<file path="config.mk">
export PLATFORM = sky130hd
export DESIGN_NAME = mult_seq
export DESIGN_NICKNAME = d
export VERILOG_FILES = /design/src/rtl/mult_pkg.sv /design/src/rtl/mult_shift_add.sv /design/src/rtl/mult_seq.sv
export SDC_FILE = /design/constraint.sdc
export NUM_CORES = 1
export LEC_CHECK = 0
export ABC_AREA = 0
export BUFFER_PORTS_ARGS = -buffer_cell sky130_fd_sc_hd__buf_2
export CAP_MARGIN = 40
export CORE_MARGIN = 2
export CORE_UTILIZATION = 58
export CTS_CLUSTER_SIZE = 30
export DETAILED_ROUTE_END_ITERATION = 10
export HOLD_SLACK_MARGIN = 0.05
export PLACE_DENSITY_LB_ADDON = 0.08
export SKIP_CTS_REPAIR_TIMING = 1
export SYNTH_ARGS = -nofsm -noshare
export SYNTH_HDL_FRONTEND = slang
export SYNTH_SLANG_ARGS = --single-unit
export TNS_END_PERCENT = 20
</file>
<file path="constraint.sdc">
create_clock -name clk -period 2.5 [get_ports clk]
set_clock_uncertainty 0.05 [all_clocks]
set_input_delay 0.25 -clock clk [delete_from_list [all_inputs] [get_ports clk]]
set_output_delay 0.25 -clock clk [all_outputs]
set_load 0.01 [all_outputs]
</file>
<file path="src/rtl/mult_pkg.sv">
// rtl/mult_pkg.sv - shared types and constants for the sequential fractional multiplier
package mult_pkg;

  localparam int WIDTH_DEFAULT = 8;

  typedef enum logic [1:0] {
    IDLE  = 2'd0,
    LOAD  = 2'd1,
    RUN   = 2'd2,
    WRITE = 2'd3
  } state_t;

  // Largest positive Q1.(w-1) code, used as the saturation value.
  function automatic logic [31:0] sat_pos(input int w);
    return (32'd1 << (w - 1)) - 32'd1;
  endfunction

endpackage

</file>
<file path="src/rtl/mult_shift_add.sv">
// rtl/mult_shift_add.sv - unsigned shift-add datapath; multiplier shares the low accumulator half
module mult_shift_add
  import mult_pkg::*;
#(
  parameter int WIDTH = WIDTH_DEFAULT
) (
  input  logic             clk,
  input  logic             n_reset,
  input  logic             load_i,
  input  logic             step_i,
  input  logic [WIDTH-1:0] mcand_i,
  input  logic [WIDTH-1:0] mplier_i,
  output logic [WIDTH:0]   product_hi_o
);

  logic [WIDTH-1:0]   mcand_q, mcand_d;
  logic [2*WIDTH-1:0] acc_q, acc_d;
  logic [WIDTH:0]     sum;

  always_ff @(posedge clk or negedge n_reset) begin
    if (!n_reset) begin
      mcand_q <= '0;
      acc_q   <= '0;
    end else begin
      mcand_q <= mcand_d;
      acc_q   <= acc_d;
    end
  end

  // The carry out of the upper-half add is shifted straight back in.
  always_comb begin
    mcand_d = mcand_q;
    acc_d   = acc_q;
    sum     = {1'b0, acc_q[2*WIDTH-1:WIDTH]} + (acc_q[0] ? {1'b0, mcand_q} : '0);
    if (load_i) begin
      mcand_d = mcand_i;
      acc_d   = {{WIDTH{1'b0}}, mplier_i};
    end else if (step_i) begin
      acc_d = {sum, acc_q[WIDTH-1:1]};
    end
  end

  assign product_hi_o = acc_q[2*WIDTH-1:WIDTH-1];

endmodule

</file>
<file path="src/rtl/mult_seq.sv">
// rtl/mult_seq.sv - MUL sequencer: stalls the PC, runs shift-add, writes back saturated Q1.(W-1)
module mult_seq
  import mult_pkg::*;
#(
  parameter int WIDTH = WIDTH_DEFAULT
) (
  input  logic             clk,
  input  logic             n_reset,
  input  logic             start,
  input  logic [WIDTH-1:0] rd1,
  input  logic [WIDTH-1:0] rd2,
  output logic             mult_flag,
  output logic             stall,
  output logic             reg_we,
  output logic [WIDTH-1:0] wdata,
  output logic             busy,
  output logic             done
);

  localparam int CW = (WIDTH > 1) ? $clog2(WIDTH) : 1;
  localparam logic [WIDTH-1:0] SAT_POS = WIDTH'(sat_pos(WIDTH));

  state_t           state_q, state_d;
  logic [CW-1:0]    count_q, count_d;
  logic             sign_q, sign_d;
  logic [WIDTH-1:0] abs_rd1, abs_rd2;
  logic [WIDTH:0]   product_hi;
  logic [WIDTH-1:0] mag_sat, result;

  function automatic logic [WIDTH-1:0] abs_val(input logic [WIDTH-1:0] v);
    return v[WIDTH-1] ? (~v + WIDTH'(1)) : v;
  endfunction

  assign abs_rd1 = abs_val(rd1);
  assign abs_rd2 = abs_val(rd2);

  mult_shift_add #(.WIDTH(WIDTH)) u_core (
    .clk          (clk),
    .n_reset      (n_reset),
    .load_i       (state_q == LOAD),
    .step_i       (state_q == RUN),
    .mcand_i      (abs_rd1),
    .mplier_i     (abs_rd2),
    .product_hi_o (product_hi)
  );

  always_ff @(posedge clk or negedge n_reset) begin
    if (!n_reset) begin
      state_q <= IDLE;
      count_q <= '0;
      sign_q  <= 1'b0;
    end else begin
      state_q <= state_d;
      count_q <= count_d;
      sign_q  <= sign_d;
    end
  end

  always_comb begin
    state_d = state_q;
    count_d = count_q;
    sign_d  = sign_q;
    unique case (state_q)
      IDLE:  if (start) state_d = LOAD;
      LOAD: begin
        sign_d  = rd1[WIDTH-1] ^ rd2[WIDTH-1];
        count_d = CW'(WIDTH - 1);
        state_d = RUN;
      end
      RUN: begin
        if (count_q == '0) state_d = WRITE;
        else               count_d = count_q - CW'(1);
      end
      WRITE:   state_d = IDLE;
      default: state_d = IDLE;
    endcase
  end

  // A magnitude of 2^(W-1) or more can only come from -1 * -1, whose sign is positive.
  always_comb begin
    mag_sat   = (product_hi[WIDTH] | product_hi[WIDTH-1]) ? SAT_POS : product_hi[WIDTH-1:0];
    result    = sign_q ? (~mag_sat + WIDTH'(1)) : mag_sat;
    mult_flag = (state_q == LOAD) || (state_q == WRITE);
    busy      = (state_q != IDLE);
    reg_we    = (state_q == WRITE);
    done      = (state_q == WRITE);
    wdata     = (state_q == WRITE) ? result : '0;
    stall     = busy || ((state_q == IDLE) && start);
  end

endmodule

</file>
Word-level counts from Yosys, hierarchy flattened
Index checks and enable logic that the tools add are counted.
{ "word_totals": {"reg_bits": 30, "inputBits": 19, "elab_cells": 43} }
{ "classes": {"n_bitwise": 5, "n_eq_ne": 6, "n_addsub": 5, "muxes": 13, "reduce_logical": 9} }
{ "op_table": {"columns": ["operator", "n"], "rows": [
  ["2-to-1 mux 8 bit", 6],
  ["2-to-1 mux 16 bit", 2],
  ["adder 8 x 1 -> 8 bit, second input constant", 3],
  ["NOT 8 bit", 3],
  ["adder 8 x 9 -> 9 bit", 1],
  ["case mux 2 bit (4 select lines)", 1],
  ["inequality test 2 bit, second input constant", 3],
  ["case mux 3 bit (2 select lines)", 1],
  ["equality test 2 bit, second input constant", 2],
  ["2-to-1 mux 2 bit", 2],
  ["AND reduction 2 bit", 2],
  ["nonzero test 2 bit", 2],
  ["zero test 3 bit", 1],
  ["2-to-1 mux 3 bit", 1],
  ["subtractor 3 x 1 -> 3 bit, second input constant", 1],
  ["equality test 2 x 1 -> 1 bit, second input constant", 1],
  ["zero test 2 bit", 1],
  ["logical OR 1 bit", 2],
  ["logical AND 1 bit", 1],
  ["OR 1 bit", 1],
  ["bitwise XOR 1 bit", 1]
]} }

Longest topological paths before layout
Gate-level depths: netlist of the first run.
{ "logic_depth": {"depth_word": 6, "ltp_mapped": 8, "mapped_depth_nobuf": 7} }

Modules after synthesis
A second synthesis of the first run with hierarchy kept.
{ "unflattened": {"hier_cells": 261, "area_unflattened_um2": 2392.3} }
{ "modules_own_cells": {"columns": ["module", "seq_area_each_um2", "cells_each", "n_inst", "area_each_um2"], "rows": [
  ["mult_shift_add", 600.6, 138, 1, 1442.6],
  ["mult_seq", 150.1, 123, 1, 949.7]
]} }

Worst setup path before layout of the first run
No wires, ideal clock.
{ "synth_path": {"path_kind": "register to output", "start": "register u_core.acc_q[14]", "end": "output port wdata[6]", "path_stages_with_launch": 9, "n_path_buf": 1, "slack_ns": 0.322, "required_ns": 2.200, "t_arrival_ns": 1.878, "cell_sequence": "dfrtp_1 or2_2 clkbuf_1 nor2_1 ha_1 nand2b_1 o41ai_2 xor2_1 and2_1"} }
{ "synth_via": {"elab_chain_len": 6} }
{ "synth_lines": {"columns": ["item", "line", "text"], "rows": [
  ["start, declared", "mult_shift_add.sv:17", "logic [2*WIDTH-1:0] acc_q, acc_d;"],
  ["start signal, assigned", "mult_shift_add.sv:23", "acc_q <= '0;"],
  ["start signal, assigned", "mult_shift_add.sv:26", "acc_q <= acc_d;"],
  ["OR 1 bit *", "mult_seq.sv:81", "mag_sat = (product_hi[WIDTH] | product_hi[WIDTH-1]) ? SAT_POS : product_hi[WIDTH-1:0];"],
  ["2-to-1 mux 8 bit *", "mult_seq.sv:81", null],
  ["NOT 8 bit", "mult_seq.sv:82", "result = sign_q ? (~mag_sat + WIDTH'(1)) : mag_sat;"],
  ["adder 8 x 1 -> 8 bit", "mult_seq.sv:82", null],
  ["2-to-1 mux 8 bit *", "mult_seq.sv:82", null],
  ["2-to-1 mux 8 bit *", "mult_seq.sv:87", "wdata = (state_q == WRITE) ? result : '0;"],
  ["end, declared", "mult_seq.sv:15", "output logic [WIDTH-1:0] wdata,"]
]} }
Every way passes the cells marked *; elsewhere a longest branch is shown, timed or not.

Worst setup path after layout of the first run
Same ends and word-level chain as after synthesis.

==> impl_metrics.csv, run 1 <==
group,metric,value,unit
layout,num-nets-final,328,
worst_setup_path,crit_buf_inv,1,
yosys,synth_common_cells,"dfrtp_1 (30), nor2_1 (28), inv_1 (19)",
worst_setup_path,r2r_cells,7,
clock_network,htreeDepth,2,
placement,placed_cells,329,
yosys,synth_most_common_cell,"dfrtp_1",
hold_path,hold_class,"input port to flop",
layout,drive_gt1_share,19.93,%
placement,io_buffers,31,
yosys,synthTopCellsByArea,"dfrtp_1 (33%), ha_1 (9.9%), nor2_1 (4.6%)",
clock_network,clockRootBuffer,"clkbuf_8",
global_route,grt_max_degree,31,
yosys,synth_edf_count,0,
global_route,grt_pass1_vias,1825,
worst_setup_path,slowest_stage,"dfrtp_1",
sta,worst_slew_pin_slew,0.6604,ns
worst_setup_path,critPathMaxStageDelay,0.42,ns
yosys,syn-cell-area,2278,um2
layout,area_growth,14.94,%
status,outcome,"complete, no violations",
power_and_ir_drop,p_per_area,1380,nW/um2
yosys,yosys_warnings,0,
yosys,synthFlopType,"dfrtp_1",
yosys,synth_mux_area_share,4.283,%
yosys,synth_xor_area_share,5.766,%
yosys,synth_adder_area_share,10.76,%
layout,design_area,2619,um2
worst_setup_path,critPathTopFamily,"simple AND/OR/NAND/NOR gates",
yosys,syn_inst,258,
yosys,synth_top_area_share,32.95,%
clock_network,cts.sinks,30,
worst_setup_path,crit_path_max_fanout,6,
yosys,synth_top_family_by_area,"simple AND/OR/NAND/NOR gates",
worst_setup_path,end_kind,"primary output",
floorplan,num_io_pins,32,
drt,vias_per_cell,5.723,
drt,remaining_drc_errors,0,
layout,antenna_cells,0,
global_route,grt-ovfl-total,0,
floorplan,dieHeight,66.68,um
worst_setup_path,crit_chain,"or2_4 > nor2_1 > ha_1 > nand2b_1 > o41ai_2 > xor2_1 > and2_1 > buf_2",
global_route,grt_pass1_wl,7.707,mm
clock_network,numCtsBuffers,5,
sta,final-setup-viol-count,0,
layout,final_cell_count_no_fill,339,
clock_network,clk_latency,0.28,ns
sta,maxSlewHeadroom,55.97,%
floorplan,dieWidth,66.68,um
sta,hold_violations,0,
clock_network,cts_tree,"done",
worst_setup_path,cp.depth,8,
drt,wl_per_cell,13.00,um
yosys,synthesis.nets,296,
sta,period_minus_slack,2.349,ns
drt,initialDrtViolationCount,82,
yosys,ys_seq_elements,30,
yosys,synth-simple-area-share,21.36,%
hold_path,min_path_cells,3,
yosys,yosysTopAreaCell,"dfrtp_1",
floorplan,dieArea,4446,um2
power_and_ir_drop,power.leakage,1.229,nW
yosys,synth_compound_area_share,19.38,%
sta,fin_crit_sh,93.96,%
worst_setup_path,crit_type,"flop to primary output",
drt,firstDrtPassIters,4,
placement,place_area,2486,um2
drt,drtAntennaViolNets,0,
sta,max_freq,0.4257,GHz
worst_setup_path,cp.arrival,2.05,ns
placement,gp_congestion,0.8280,
yosys,ys_seq_area_share,32.95,%
floorplan,core,3716,um2
floorplan,num_rows,22,
global_route,antenna_found_initial,0,
worst_setup_path,cp.required,2.20,ns
power_and_ir_drop,vdd_drop_max,0.6211,mV
yosys,avgSynthCellArea,8.831,um2
drt,finalWirelength,4.407,mm
yosys,synth-async-reset-ratio,100.0,%
flow_run,cap_violations,0,
worst_setup_path,critPathLaunchType,"flop",
clock_network,clkTransAtPathRegs,0.06,ns
floorplan,initial_utilization,61.31,%
yosys,synthDistinctLibCells,51,
layout,fin_util,70.47,%
sta,rsz0062_at_grt,"no",
drt,num_vias,1940,
sta,slew_violations,0,
clock_network,cts_buffer_depth,2,
placement,dp_hpwl,3.361,mm
global_route,grtUsageTotal,22.97,%
## placed cells by master, fill, tap and decap left out, drive strengths merged, types with 4 or more instances in the layout
cell / netlist / final
nand3: 5 / 5
nor3: 5 / 5
mux2: 6 / 6
clkbuf: 10 / 8
xnor2: 9 / 9
buf: 2 / 36
nor2b: 10 / 10
a31oi: 8 / 8
ha: 18 / 18
nor2: 28 / 28
a21boi: 4 / 4
xor2: 6 / 6
and2: 13 / 13
nand2: 6 / 6
a21oi: 15 / 15
o21ai: 11 / 11
inv: 19 / 19
dfrtp: 30 / 30
## registers in the layout, indices dropped and copies added, names as in the netlist
signal and cells:
u_core.acc_q 16, u_core.mcand_q 8, count_q 3, state_q 2, sign_q 1
## tightest hold or removal path, stage by stage
cell and delay (ns):
buf_2 0.11, nand3_1 0.07, o211ai_1 0.08
## final timing paths
| kind | endpoint | slack (ns) | start |
|---|---|---|---|
| worst max-delay path | wdata[6] | 0.15 | u_core.acc_q[14] |
| worst min-delay path | u_core.acc_q[6] | 0.22 | rd2[6] |
| worst max register to register | u_core.acc_q[15] | 0.28 | u_core.acc_q[0] |
| worst min register to register | count_q[0] | 0.42 | count_q[0] |
| max in group asynchronous | u_core.acc_q[3] | 1.48 | n_reset |
| min in group asynchronous | u_core.acc_q[6] | 0.48 | n_reset |
## routing by layer
layer / global-route usage (%) / part of all wire, % / up-vias
li1: - / - / 981
met1: 28.51 / 48 / 912
met2: 39.00 / 46 / 39
met3: 5.068 / 3.6 / 8
met4: 8.418 / 1.8 / 0
met5: 0 / 0 / -
## through the flow
| step | hold WS (ns) | setup slack, ns | total power [mW] | setup TNS (ns) |
|---|---|---|---|---|
| after floorplan | -0.09559 | 0.3220 | 2.604 | 0 |
| after global placement | 0.2679 | 0.2884 | 3.119 | 0 |
| after detailed placement | 0.2725 | 0.2035 | 3.148 | 0 |
| after CTS | -0.03293 | -0.1043 | 3.616 | -0.1043 |
| after global routing | 0.2471 | 0.01143 | 3.966 | 0 |
| final | 0.2167 | 0.1510 | 3.615 | 0 |
## logic make-up after synthesis
| family | count (synthesis) |
|---|---|
| adder cells (fa/ha/maj) | 19 |
| AO/OA/AOI/OAI | 64 |
| flip-flops | 30 |
| AND/OR/NAND/NOR | 89 |
| multiplexers | 9 |
| XOR/XNOR | 15 |
| buffers and inverters | 32 |
## final cells by class
type / instances / area (um2)
multi-input combinational: 196 / 1408
inverter: 20 / 75.07
timing repair buffer: 37 / 215.2
tap: 48 / 60.06
clock buffer: 8 / 110.1
sequential: 30 / 750.7
fill: 302 / 1097
## power by group
group	switching [mW]	leakage [nW]	internal, mW
sequential	0.198	0.353	0.716
clock	0.176	0.0575	0.277
combinational	1.20	0.818	1.05
total	1.57	1.23	2.04
(Power assumes the default switching activity.)
==> run 2: changes to the inputs <==
- BUFFER_PORTS_ARGS: -buffer_cell sky130_fd_sc_hd__buf_2 -> default
- CORE_UTILIZATION: 58 -> 59
- DONT_BUFFER_PORTS: default -> 1
==> impl_metrics.csv, run 2 (synthesis gave the netlist of run 1 again) <==
group,metric,value,unit
global_route,grt_pass1_wl,7.576,mm
placement,dp_hpwl,3.255,mm
flow_run,cap_violations,0,
sta,hold_violations,0,
status,outcome,"complete, no violations",
worst_setup_path,r2r_cells,7,
worst_setup_path,critPathTopFamily,"simple AND/OR/NAND/NOR gates",
clock_network,clockRootBuffer,"clkbuf_8",
power_and_ir_drop,power.leakage,1.080,nW
worst_setup_path,cp.arrival,2.02,ns
floorplan,num_rows,22,
worst_setup_path,critPathLaunchType,"flop",
clock_network,cts_buffer_depth,2,
sta,maxSlewHeadroom,61.77,%
hold_path,hold_class,"input port to flop",
worst_setup_path,r2r-end,"u_core.acc_q[13]",
floorplan,core,3689,um2
power_and_ir_drop,clockPowerShare,11.5,%
drt,vias_per_cell,5.918,
layout,drive_gt1_share,10.08,%
sta,final-setup-viol-count,0,
drt,num_vias,1811,
global_route,antenna_found_initial,0,
sta,rsz0062_at_grt,"no",
layout,antenna_cells,0,
worst_setup_path,slowest_stage,"dfrtp_1",
power_and_ir_drop,swShare,44.77,%
power_and_ir_drop,vdd_drop_max,0.5632,mV
worst_setup_path,critPathMaxStageDelay,0.44,ns
layout,top_regs,"u_core.acc_q: 16 flops, u_core.mcand_q: 8 flops, count_q: 3 flops",
hold_path,min_path_cells,1,
worst_setup_path,crit_buf_inv,0,
sta,max_freq,0.4306,GHz
floorplan,dieArea,4375,um2
worst_setup_path,regToRegStartpoint,"u_core.acc_q[0]",
layout,final_common_cell,"dfrtp_1",
worst_setup_path,cp.required,2.20,ns
power_and_ir_drop,p_int,1.898,mW
sta,worst_slew_pin_slew,0.5684,ns
clock_network,cts.sinks,30,
floorplan,dieWidth,66.15,um
drt,finalWirelength,4.375,mm
floorplan,initial_utilization,61.77,%
power_and_ir_drop,p_total,3.437,mW
layout,largest_reg_flops,16,
sta,fin_crit_sh,92.90,%
power_and_ir_drop,seqPwrFrac,27.0,%
drt,initialDrtViolationCount,104,
worst_setup_path,end_kind,"primary output",
sta,tns,0,ns
placement,io_buffers,0,
clock_network,cts_tree,"done",
clock_network,htreeDepth,2,
global_route,grt_pass1_vias,1789,
clock_network,numCtsBuffers,5,
sta,slew_violations,0,
worst_setup_path,crit_path_max_fanout,6,
drt,drtAntennaViolNets,0,
clock_network,clkTransAtPathRegs,0.06,ns
layout,fin_util,66.38,%
floorplan,dieHeight,66.15,um
global_route,grtUsageTotal,22.60,%
floorplan,num_io_pins,32,
global_route,grt-ovfl-total,0,
drt,firstDrtPassIters,4,
layout,regMostFlops,"u_core.acc_q",
worst_setup_path,crit_type,"flop to primary output",
layout,num-nets-final,295,
layout,mostFrequentLayoutCells,"dfrtp_1 (30), nor2_1 (26), inv_1 (19), ha_1 (18), a21oi_1 (15)",
placement,gp_congestion,0.8467,
hold_path,hold_start,"rd1[0]",
power_and_ir_drop,power_frac_comb,61.5,%
worst_setup_path,cp-startpoint,"u_core.acc_q[14]",
global_route,grt_max_degree,36,
worst_setup_path,rrSetupSlack,0.26,ns
sta,period_minus_slack,2.322,ns
power_and_ir_drop,p_per_area,1404,nW/um2
drt,wl_per_cell,14.30,um
sta,holdWs,0.07341,ns
hold_path,whs_endpoint,"u_core.mcand_q[0]",
layout,area_growth,7.469,%
clock_network,clk_latency,0.27,ns
worst_setup_path,crit_chain,"or2_4 > nor2_2 > ha_1 > nand2b_1 > o41ai_2 > xor2_1 > and2_1",
power_and_ir_drop,switching_power,1.539,mW
drt,remaining_drc_errors,0,
run 2: worst register-to-register path, delay by kind of cell, from the launching register on:
kind / cells / cell delay, ns
AOI/OAI and AO/OA: 2 / 0.55
adders and majority gates: 2 / 0.64
DFF: 1 / 0.45
and+or+nand+nor: 3 / 0.44
run 2: worst max path at each step:
stage / cells after the start / slack (ns) / endpoint
final: 7 / 0.18 / wdata[6]
after global routing: 7 / 0.03 / wdata[6]
after CTS: 7 / -0.07 / wdata[6]
after detailed placement: 7 / 0.24 / wdata[6]
after global placement: 7 / 0.30 / wdata[6]
after floorplan: 8 / 0.32 / wdata[6]
run 2: final cells by class:
class / count / area (um2)
clock inverter: 2 / 12.51
clock buffer: 6 / 82.58
fill: 322 / 1240
inverter: 20 / 75.07
tap: 48 / 60.06
sequential: 30 / 750.7
multi-input combinational: 196 / 1410
timing repair buffer: 4 / 57.56
run 2: metrics by stage:
step	instances	instance area (um2)	setup WS [ns]
after floorplan	258	2278	0.3220
after global placement	296	2316	0.3043
after detailed placement	296	2316	0.2354
after CTS	304	2411	-0.07206
after global routing	306	2449	0.03052
final	306	2449	0.1776
run 2: power by group through the flow:
stage | sequential [mW] | clock (mW) | combinational (mW)
detailed placement | 0.936 | 0 | 2.08
CTS | 0.926 | 0.406 | 2.10
finish | 0.929 | 0.394 | 2.11
global placement | 0.930 | 0 | 2.06
floorplan | 0.856 | 0 | 1.75
global route | 0.967 | 0.423 | 2.40
run 2: layer usage:
metal  GRT usage (%)  vias to the layer above  part of all wire (%)
met5               0                        -                     0
met4           6.888                        0                  0.64
met3           5.111                        4                   4.3
met2           37.63                       40                    46
met1           29.25                      850                    50
li1                -                      917                     -
